`src/rtl/serial_arith_pkg.sv`:
```
// serial_arith_pkg: shared state encoding and default width for the serial arithmetic blocks
package serial_arith_pkg;
  localparam int DEFAULT_WIDTH = 8;
  typedef enum logic [1:0] {
    IDLE  = 2'd0,
    SHIFT = 2'd1,
    DONE  = 2'd2
  } state_t;
endpackage

```
`src/rtl/serial_subtractor_fs_bit.sv`:
```
// fs_bit: combinational full-subtractor cell, d = x - y - bi with borrow out
module fs_bit (
  output logic d,
  output logic bo,
  input  logic x,
  input  logic y,
  input  logic bi
);
  always_comb begin
    d  = x ^ y ^ bi;
    bo = (~x & y) | (~x & bi) | (y & bi);
  end
endmodule

```
`src/rtl/serial_subtractor.sv`:
```
// serial_subtractor: bit-serial a - b, LSB first, one bit per clock with a registered borrow
module serial_subtractor
  import serial_arith_pkg::*;
#(
  parameter int WIDTH = DEFAULT_WIDTH
) (
  input  logic             clk,
  input  logic             rst,
  input  logic             start,
  input  logic [WIDTH-1:0] a,
  input  logic [WIDTH-1:0] b,
  output logic             busy,
  output logic             done,
  output logic [WIDTH-1:0] d,
  output logic             bo
);
  localparam int CW = $clog2(WIDTH);
  state_t state;
  logic [WIDTH-1:0] sa, sb, sr;
  logic [CW-1:0] cnt;
  logic br, db, nb;
  fs_bit u_fs (.d(db), .bo(nb), .x(sa[0]), .y(sb[0]), .bi(br));
  always_ff @(posedge clk) begin
    if (rst) begin
      state <= IDLE;
      busy  <= 1'b0;
      done  <= 1'b0;
      d     <= '0;
      bo    <= 1'b0;
      sa    <= '0;
      sb    <= '0;
      sr    <= '0;
      br    <= 1'b0;
      cnt   <= '0;
    end else begin
      case (state)
        IDLE: if (start) begin
          sa    <= a;
          sb    <= b;
          sr    <= '0;
          br    <= 1'b0;
          cnt   <= '0;
          busy  <= 1'b1;
          state <= SHIFT;
        end
        SHIFT: begin
          br  <= nb;
          sr  <= {db, sr[WIDTH-1:1]};
          sa  <= sa >> 1;
          sb  <= sb >> 1;
          cnt <= cnt + 1'b1;
          if (cnt == CW'(WIDTH - 1)) begin
            d     <= {db, sr[WIDTH-1:1]};
            bo    <= nb;
            busy  <= 1'b0;
            done  <= 1'b1;
            state <= DONE;
          end
        end
        DONE: begin
          done  <= 1'b0;
          state <= IDLE;
        end
        default: state <= IDLE;
      endcase
    end
  end
endmodule

```
`config.mk`:
```
export PLATFORM = sky130hd
export DESIGN_NAME = serial_subtractor
export DESIGN_NICKNAME = d
export VERILOG_FILES = /design/src/rtl/serial_arith_pkg.sv /design/src/rtl/serial_subtractor_fs_bit.sv /design/src/rtl/serial_subtractor.sv
export SDC_FILE = /design/constraint.sdc
export NUM_CORES = 1
export LEC_CHECK = 0
export ABC_AREA = 0
export BUFFER_PORTS_ARGS = -buffer_cell sky130_fd_sc_hd__buf_2
export CAP_MARGIN = 40
export CORE_MARGIN = 2
export CORE_UTILIZATION = 58
export CTS_BUF_LIST = sky130_fd_sc_hd__clkbuf_16
export CTS_CLUSTER_DIAMETER = 100
export DETAILED_ROUTE_END_ITERATION = 10
export PLACE_DENSITY = 0.91
export SLEW_MARGIN = 20
export SYNTH_ARGS = -nofsm -noshare
export SYNTH_HDL_FRONTEND = slang
export SYNTH_SLANG_ARGS = --single-unit
```
`constraint.sdc`:
```
create_clock -name clk -period 3.3 [get_ports clk]
set_input_delay 0.33 -clock clk [delete_from_list [all_inputs] [get_ports clk]]
set_output_delay 0.33 -clock clk [all_outputs]
set_load 0.05 [all_outputs]
```
==> results of run 1 <==
-- worst min-delay path: cells and delay by family --
family | cells | cell delay, ns
simple gates | 1 | 0.15
buf+inv | 1 | 0.09
compound gates | 1 | 0.05
-- per-stage QoR --
stage / instance area (um2) / util (%) / setup WS [ns] / hold slack (ns) / power [mW]
6_report: 1930 / 70.1 / 1.41 / 0.390 / 1.15
5_1_grt: 1930 / 70.1 / 1.25 / 0.398 / 1.19
4_1_cts: 1930 / 70.1 / 1.40 / 0.390 / 1.15
3_5_place_dp: 1770 / 64.2 / 1.47 / 0.447 / 0.624
3_3_place_gp: 1770 / 64.2 / 1.55 / 0.442 / 0.620
2_1_floorplan: 1670 / - / 2.02 / 0.432 / 0.603
-- report_power, final --
group / switching, mW / internal, mW / leakage (nW)
clock: 0.179 / 0.352 / 0.0850
sequential: 0.0186 / 0.505 / 0.327
combinational: 0.0514 / 0.0417 / 0.413
total: 0.249 / 0.898 / 0.825
-- routing by layer --
metal	GRT usage [%]	share of wire (%)	routed length, um	vias to the layer above
met5	0	0	0	-
met4	8.97	1.4	44	0
met3	7.37	5.1	167	6
met2	35.7	49	1600	34
met1	26.2	44	1440	656
li1	-	-	-	688
-- cell usage in the layout, fill, tap and decap left out --
cell type	n
a211oi_1	12
a21oi_1	19
a22oi_1	9
a2bb2oi_1	2
and3b_1	1
buf_2	29
bufinv_16	1
clkbuf_16	5
clkinv_2	1
dfxtp_1	40
fa_1	1
ha_1	2
inv_1	7
mux2i_1	11
nand2_1	16
nand2b_1	2
nand2b_2	1
nand3b_1	1
nor2_1	33
nor2b_1	2
nor3_1	1
o21ai_0	3
o21ba_2	1
o21bai_2	1
o221a_2	4
or3b_1	2
-- synthesized netlist by cell type --
cell / number / area share (%)
fa_1: 1 / 1.2
and3b_1: 1 / 0.52
o221a_2: 4 / 2.7
a211oi_1: 12 / 5.4
a21oi_1: 19 / 5.7
nand2_1: 16 / 3.6
o21bai_2: 1 / 0.67
o21ai_0: 3 / 0.90
nor3_1: 1 / 0.30
or3b_1: 2 / 1.0
nor2b_1: 2 / 0.75
nand3b_1: 1 / 0.45
a22oi_1: 9 / 4.0
inv_1: 6 / 1.3
nand2b_1: 2 / 0.75
clkbuf_1: 4 / 0.90
buf_6: 1 / 0.67
nand2b_2: 1 / 0.52
o21ba_2: 1 / 0.60
a2bb2oi_1: 2 / 1.0
dfxtp_1: 40 / 48
nor2_1: 33 / 7.4
buf_2: 3 / 0.90
mux2i_1: 11 / 6.6
ha_1: 2 / 1.5
buf_4: 6 / 2.7
-- worst paths after layout --
path	from	end	slack, ns
worst max-delay path	state[0]$_SDFFE_PP0P_	cnt[0]$_SDFFE_PP0P_	1.41
worst min-delay path	b[7]	sb[7]$_SDFFE_PP0P_	0.39
worst max register to register	state[0]$_SDFFE_PP0P_	cnt[0]$_SDFFE_PP0P_	1.41
worst min register to register	d[4]$_SDFFE_PP0P_	d[4]$_SDFFE_PP0P_	0.45
-- state kept, by name, indices dropped and copies added, names as in the netlist --
| name | count |
|---|---|
| d | 8 |
| sa | 8 |
| sb | 8 |
| sr | 7 |
| cnt | 3 |
| state | 2 |
| bo | 1 |
| br | 1 |
| busy | 1 |
| done | 1 |
-- cell families after synthesis --
family | after synthesis
adders and majority gates | 3
and+or+nand+nor | 59
muxes | 11
buffers and inverters | 20
DFF | 40
AOI/OAI and AO/OA | 51
-- layout make-up --
cell class,instances,area [um2],share of cell area (%)
Clock inverter,3,38.8,2.01
Tap cell,31,38.8,2.01
Sequential cell,40,801,41.4
Timing Repair Buffer,29,145,7.50
Inverter,6,22.5,1.16
Multi-Input combinational cell,124,763,39.5
Clock buffer,5,125,6.47
==> run metrics, run 1 <==
Port Buffer Count=29; Remaining DRCs=0; Achievable Freq=about 530 MHz; power per cell area=~590 nW/um2; maximum fanout along the worst path=21; setup skew after layout=0.00440 ns; vias in the first global route=1309; number of synthesized register bits=40; final layout net count=228; logic depth of the worst path, buffers included=3; total of endpoints with negative setup slack in the final report=0; number of antenna violations at the first check in global routing=0; syn avg cell area=9.09 um2; Filler Cells Inserted=209; Die Outline Area=around 3300 um2; post-DR wirelength/cell=between 10 and 15 um; CP arrival=about 2.1 ns; hold depth=3; RSZ-0062 raised after global routing=no; Routed Wire Length=3250 um; share of cell area taken by muxes after synthesis=between 6 and 7%; per-cell via count in the routed design=5.82; compound-gate portion of the synthesized area=around a fifth; number of H-tree levels=2; net count of the mapped netlist=206; combinational family with the most area after synthesis=compound AO/OA/AOI/OAI gates; final clock period utilization by the worst path=between 50 and 60%; number of clock sinks=40; count of endpoints failing hold in the final timing report=0; relative slew slack=48.5%; kind of end point of the critical path=flop; clock tree from TritonCTS=yes; number of buffers inserted to repair setup after CTS=0; Inserted Clock Buffers=5; number of detailed-route iterations in the first pass=4; layout overhead on the synthesized area=15.6%; max-cap violations=0; synthesized-area fraction occupied by and/or/nand/nor cells=approximately 15%; final antenna diode count=0; chain of cells forming the critical path=nor2b_1, nor2_1, a211oi_1; Final Max Slew Viols=0; post-cts gate resize count=0; slew at the pin with the worst max-slew slack=0.771 ns; area share of fa/ha/maj cells after synthesis=2.69%; count of mapped cells out of synthesis=184; number of top-level pins=30; floorplan core area=2760 um2; total negative slack=0 ns; CP startpoint kind=flop; Max Root-Sink Buffers=2; dominant delay contributor by cell family on the critical path=flip-flops; Detailed Route Iter0 Violations=39; global routing usage summed across all routing layers=21.8%; GPL Wtd Cong=0.759; post-DP HPWL=between 2000 and 2500 um; clock latency at the later pin of the worst-skew pair=about 0.28 ns; Worst R2R Path Depth=3; delay of the slowest cell on the worst path=0.82 ns; classification of the worst setup path=reg -> reg; maximum number of pins on one net before global-route repair=slightly above 40; DIE WIDTH=57.7 um; sequential element share of the synthesized area=roughly 48%; Req. time, crit path=3.48 ns; die boundary height=roughly 58 um; number of placement rows=19; Critical path buffers and inverters=0; combined area of all synthesized cells=1670 um2; min Tclk post-route=1.89 ns; Initial Util=just over 60%; Placed Cells incl. Taps=230; post-synthesis xor/xnor area fraction=0%; share of cells above drive strength 1=20.8%; Clock Tree Root=clkbuf_16; clock-pin slew on the worst setup and hold paths=around 0.050 ns; remaining antenna violation count=0; vias=1384; worst-case vdd ir drop=0.522 mV; slowest stage cell, crit path=dfxtp_1; filler-free cell count of the finished design=238; overall overflow remaining after global route=0; # hold bufs at CTS=0; static leakage=about 0.83 nW; Unique masters post-synth=26; number of synthesis warnings=0; Worst Hold Class=in -> reg; global-route wire length before repair=between 5000 and 6000 um; run status=finished clean
No activity file was read; power rests on OpenSTA's default activity.
==> inputs of run 2 (changes only) <==
CORE_UTILIZATION = 54   (was 58)
PLACE_DENSITY = 0.87   (was 0.91)
clock period = 1.9 ns   (was 3.3 ns; I/O delays follow)
==> run metrics, run 2 (synthesized netlist as in run 1, its figures left out) <==
relative slew slack=approximately 54%; cell area after placement=1790 um2; run status=finished clean; floorplan core area=roughly 3000 um2; Worst R2R Path Depth=3; slew at the pin with the worst max-slew slack=0.683 ns; Max Root-Sink Buffers=2; global-route wire length before repair=5590 um; final core occ=~64%; setup skew after layout=0.00252 ns; per-cell via count in the routed design=5.61; die boundary height=59.7 um; Port Buffer Count=29; chain of cells forming the critical path=nand2b_1, mux2i_1, a211oi_1; Psw=between 0.4 and 0.5 mW; final clock period utilization by the worst path=86.2%; CP arrival=1.82 ns; Placement Setup Slack=0.273 ns; final layout net count=230; hold depth=3; number of placement rows=20; kind of end point of the critical path=flop; number of antenna violations at the first check in global routing=0; Req. time, crit path=around 2.1 ns; most common cell after layout, fill and taps aside=dfxtp_1; clock-pin slew on the worst setup and hold paths=~0.050 ns; worst-case vdd ir drop=slightly above 0.8 mV; clock latency at the later pin of the worst-skew pair=0.27 ns; number of clock sinks=40; count of endpoints failing hold in the final timing report=0; Achievable Freq=611 MHz; vias in the first global route=1256; largest registers=d (8), sa (8), sb (8); Final Max Slew Viols=0; Inserted Clock Buffers=5; number of H-tree levels=2; global routing usage summed across all routing layers=21.2%; Routed Wire Length=3430 um; post-DR wirelength/cell=14.2 um; final antenna diode count=0; DIE WIDTH=59.7 um; classification of the worst setup path=reg -> reg; CP startpoint kind=flop; slowest stage cell, crit path=dfxtp_1; Combinational Power Share=under 10%; Die Outline Area=3560 um2; overall overflow remaining after global route=0; clock tree from TritonCTS=yes; total of endpoints with negative setup slack in the final report=0; Initial Util=55.7%; maximum number of pins on one net before global-route repair=41; final non-filler cell area=1920 um2; worst path setup slack after routing=0.262 ns; vias=between 1k and 1.5k; power per cell area=approximately 960 nW/um2; Worst Hold Class=in -> reg; Detailed Route Iter0 Violations=42; delay of the slowest cell on the worst path=0.66 ns; commonest cells after routing, fill and taps aside=dfxtp_1 (40), nor2_1 (33), buf_2 (29); static leakage=0.824 nW; power share of the clock group=41.6%; RSZ-0062 raised after global routing=no; layout overhead on the synthesized area=15.0%; post-DP HPWL=2190 um; relative contribution of sequential cells to total power=49.1%; GPL Wtd Cong=a little under 0.8; Remaining DRCs=0; # hold bufs at CTS=0; post-cts gate resize count=0; net switching fraction of the power=between 20 and 25%; total negative slack=0 ns; Clock Tree Root=clkbuf_16; number of top-level pins=30; remaining antenna violation count=0; max-cap violations=0; number of detailed-route iterations in the first pass=4; maximum fanout along the worst path=20; min Tclk post-route=1.64 ns; share of cells above drive strength 1=20.6%; Internal Pwr Total=1.42 mW; number of buffers inserted to repair setup after CTS=0
-- run 2: changes by cell type in the layout (fill, tap and decap cells not counted) --
cell	delta
buf_4	+2
bufinv_16	-1
clkinv_1	+1
clkinv_2	-1
inv_1	+1
-- run 2: cell type report --
cell class | instances | area, um2
Fill cell | 262 | 1080
Sequential cell | 40 | 801
Multi-Input combinational cell | 124 | 763
Timing Repair Buffer | 31 | 160
Clock buffer | 5 | 125
Tap cell | 33 | 41.3
Inverter | 6 | 22.5
Clock inverter | 3 | 11.3
-- run 2: per-layer routing --
metal / share of wire (%) / GRT usage [%]
met2: 48 / 34.3
met4: 1.6 / 8.89
met3: 3.8 / 5.84
met5: 0 / 0
met1: 46 / 26.5
-- run 2: critical path: cells and delay by family, from the launching register on --
kind             cells  cell delay [ns]
AO/OA/AOI/OAI        1             0.28
flip-flops           1             0.66
multiplexers         1             0.16
AND/OR/NAND/NOR      1             0.44
-- run 2: through the flow --
step / total power [mW] / std cells / hold slack [ns]
after floorplan: 1.05 / 184 / 0.424
after global placement: 1.08 / 234 / 0.442
after detailed placement: 1.09 / 234 / 0.445
after CTS: 1.85 / 242 / 0.256
after global routing: 1.92 / 242 / 0.261
final: 1.84 / 242 / 0.253
-- run 2: power by group through the flow --
stage                     Sequential (mW)  Clock (mW)  Combinational (mW)
after floorplan                     0.917           0               0.130
after global placement              0.919           0               0.164
after detailed placement            0.921           0               0.170
after CTS                           0.904       0.775               0.172
after global routing                0.908       0.818               0.193
final                               0.905       0.766               0.171
-- run 2: path summary, 6_finish.rpt --
check                        startpoint            endpoint  slack (ns)
setup / recovery  state[1]$_SDFFE_PP0P_  sa[0]$_SDFFE_PP0P_        0.26
hold reg to reg       d[4]$_SDFFE_PP0P_   d[4]$_SDFFE_PP0P_        0.45
setup reg to reg  state[1]$_SDFFE_PP0P_  sa[0]$_SDFFE_PP0P_        0.26
hold / removal                     b[0]  sb[0]$_SDFFE_PP0P_        0.25
==> inputs of run 3 (changes only) <==
clock period = 1.73 ns   (was 1.9 ns; I/O delays follow)
==> run metrics, run 3 (synthesized netlist as in run 1, its figures left out) <==
run status=finished clean; final layout net count=about 230; most common cell after layout, fill and taps aside=dfxtp_1; Max Root-Sink Buffers=2; global-route wire length before repair=5630 um; number of antenna violations at the first check in global routing=0; total negative slack=0 ns; floorplan core area=approximately 3000 um2; Crit Reg-Reg Startpoint=cnt[0]$_SDFFE_PP0P_; beginning of the critical path=cnt[0]$_SDFFE_PP0P_; power per cell area=1040 nW/um2; number of detailed-route iterations in the first pass=4; Routed Wire Length=3270 um; largest registers=d (8), sa (8), sb (8); classification of the worst setup path=reg -> reg; Final Max Slew Viols=0; Psw=about 0.46 mW; clock latency at the later pin of the worst-skew pair=approximately 0.28 ns; relative contribution of sequential cells to total power=about half; Worst Hold Class=in -> reg; maximum fanout along the worst path=10; RSZ-0062 raised after global routing=no; Internal Pwr Total=about 1.6 mW; # hold bufs at CTS=0; Port Buffer Count=29; FF+latch area=801 um2; share of cells above drive strength 1=between 20% and 30%; Combinational Power Share=approximately a tenth; setup skew after layout=0.00304 ns; static leakage=0.822 nW; overall overflow remaining after global route=0; Die Outline Area=3560 um2; Achievable Freq=between 600 and 700 MHz; Remaining DRCs=0; Detailed Route Iter0 Violations=65; net switching fraction of the power=22.7%; Filler Cells Inserted=240; final antenna diode count=0; die boundary height=59.7 um; vias=1343; Total Power=2.01 mW; number of buffers inserted to repair setup after CTS=0; vias in the first global route=around 1.2k; per-cell via count in the routed design=5.57; Initial Util=55.7%; Clock Tree Root=clkbuf_16; clock-pin slew on the worst setup and hold paths=0.05 ns; worst hold start=b[7]; CP startpoint kind=flop; slew at the pin with the worst max-slew slack=0.465 ns; post-cts gate resize count=0; relative slew slack=69.0%; number of clock sinks=40; Inserted Clock Buffers=5; number of placement rows=20; maximum number of pins on one net before global-route repair=23; Req. time, crit path=1.92 ns; number of H-tree levels=2; remaining antenna violation count=0; DIE WIDTH=59.7 um; multi-input gate area in the final layout=~760 um2; final clock period utilization by the worst path=86.1%; global routing usage summed across all routing layers=21.4%; clock tree from TritonCTS=yes; kind of end point of the critical path=flop; count of endpoints failing hold in the final timing report=0; post-DR wirelength/cell=approximately 14 um; CP arrival=~1.7 ns; GPL Wtd Cong=between 0.7 and 0.8; min Tclk post-route=between 1 and 1.5 ns; post-DP HPWL=2100 um; max-cap violations=0; power share of the clock group=between 40% and 50%; total of endpoints with negative setup slack in the final report=0; layout overhead on the synthesized area=15.3%; number of top-level pins=30; commonest cells after routing, fill and taps aside=dfxtp_1 (40), nor2_1 (33), buf_2 (29); worst-case vdd ir drop=0.755 mV
-- run 3: cell count changes in the layout (fill, tap and decap cells not counted), sizes merged --
| cell | before | now |
|---|---|---|
| buf | 31 | 33 |
| inv | 8 | 6 |
| clkinv | 1 | 0 |
-- run 3: worst max-delay path, cell delays in order (launching register included) --
cell and delay (ns):
dfxtp_1 0.35, ha_1 0.16, ha_1 0.19, and3b_1 0.39, nor2_1 0.08, a211oi_1 0.22
-- run 3: power groups by stage --
stage               combinational [mW]  clock, mW  sequential, mW
finish                           0.187      0.833           0.993
global route                     0.211      0.877           0.999
CTS                              0.188      0.832           0.993
detailed placement               0.185          0            1.01
global placement                 0.180          0            1.01
floorplan                        0.143          0            1.01
-- run 3: stage by stage --
| step | utilization [%] | instances | setup WS, ns | hold slack (ns) | instance area, um2 |
|---|---|---|---|---|---|
| 2_1_floorplan | - | 184 | 0.451 | 0.407 | 1670 |
| 3_3_place_gp | 60.0 | 236 | 0.312 | 0.444 | 1800 |
| 3_5_place_dp | 60.0 | 236 | 0.275 | 0.446 | 1800 |
| 4_1_cts | 64.2 | 241 | 0.234 | 0.226 | 1930 |
| 5_1_grt | 64.2 | 241 | 0.0886 | 0.243 | 1930 |
| 6_report | 64.2 | 241 | 0.240 | 0.224 | 1930 |
-- run 3: path summary, 6_finish.rpt --
path              cells past startpoint  slack (ns)            endpoint
setup / recovery                      5        0.24   d[7]$_SDFFE_PP0P_
hold / removal                        3        0.22  sb[7]$_SDFFE_PP0P_
setup reg to reg                      5        0.24   d[7]$_SDFFE_PP0P_
hold reg to reg                       2        0.45   d[3]$_SDFFE_PP0P_
-- run 3: metal layers --
| metal | GRT usage [%] | wire length, um | up-vias |
|---|---|---|---|
| met2 | 32.3 | 1500 | 27 |
| met4 | 8.57 | 63 | 0 |
| met1 | 28.5 | 1550 | 617 |
| met5 | 0 | 0 | - |
| met3 | 6.49 | 144 | 6 |
| li1 | - | - | 693 |
-- run 3: layout make-up --
| type | instances | area share [%] |
|---|---|---|
| inverters | 6 | 1.17 |
| repair buffers | 33 | 9.09 |
| multi-input cells | 124 | 39.6 |
| clock buffers | 5 | 6.49 |
| flip-flops and latches | 40 | 41.5 |
| well taps | 33 | 2.14 |
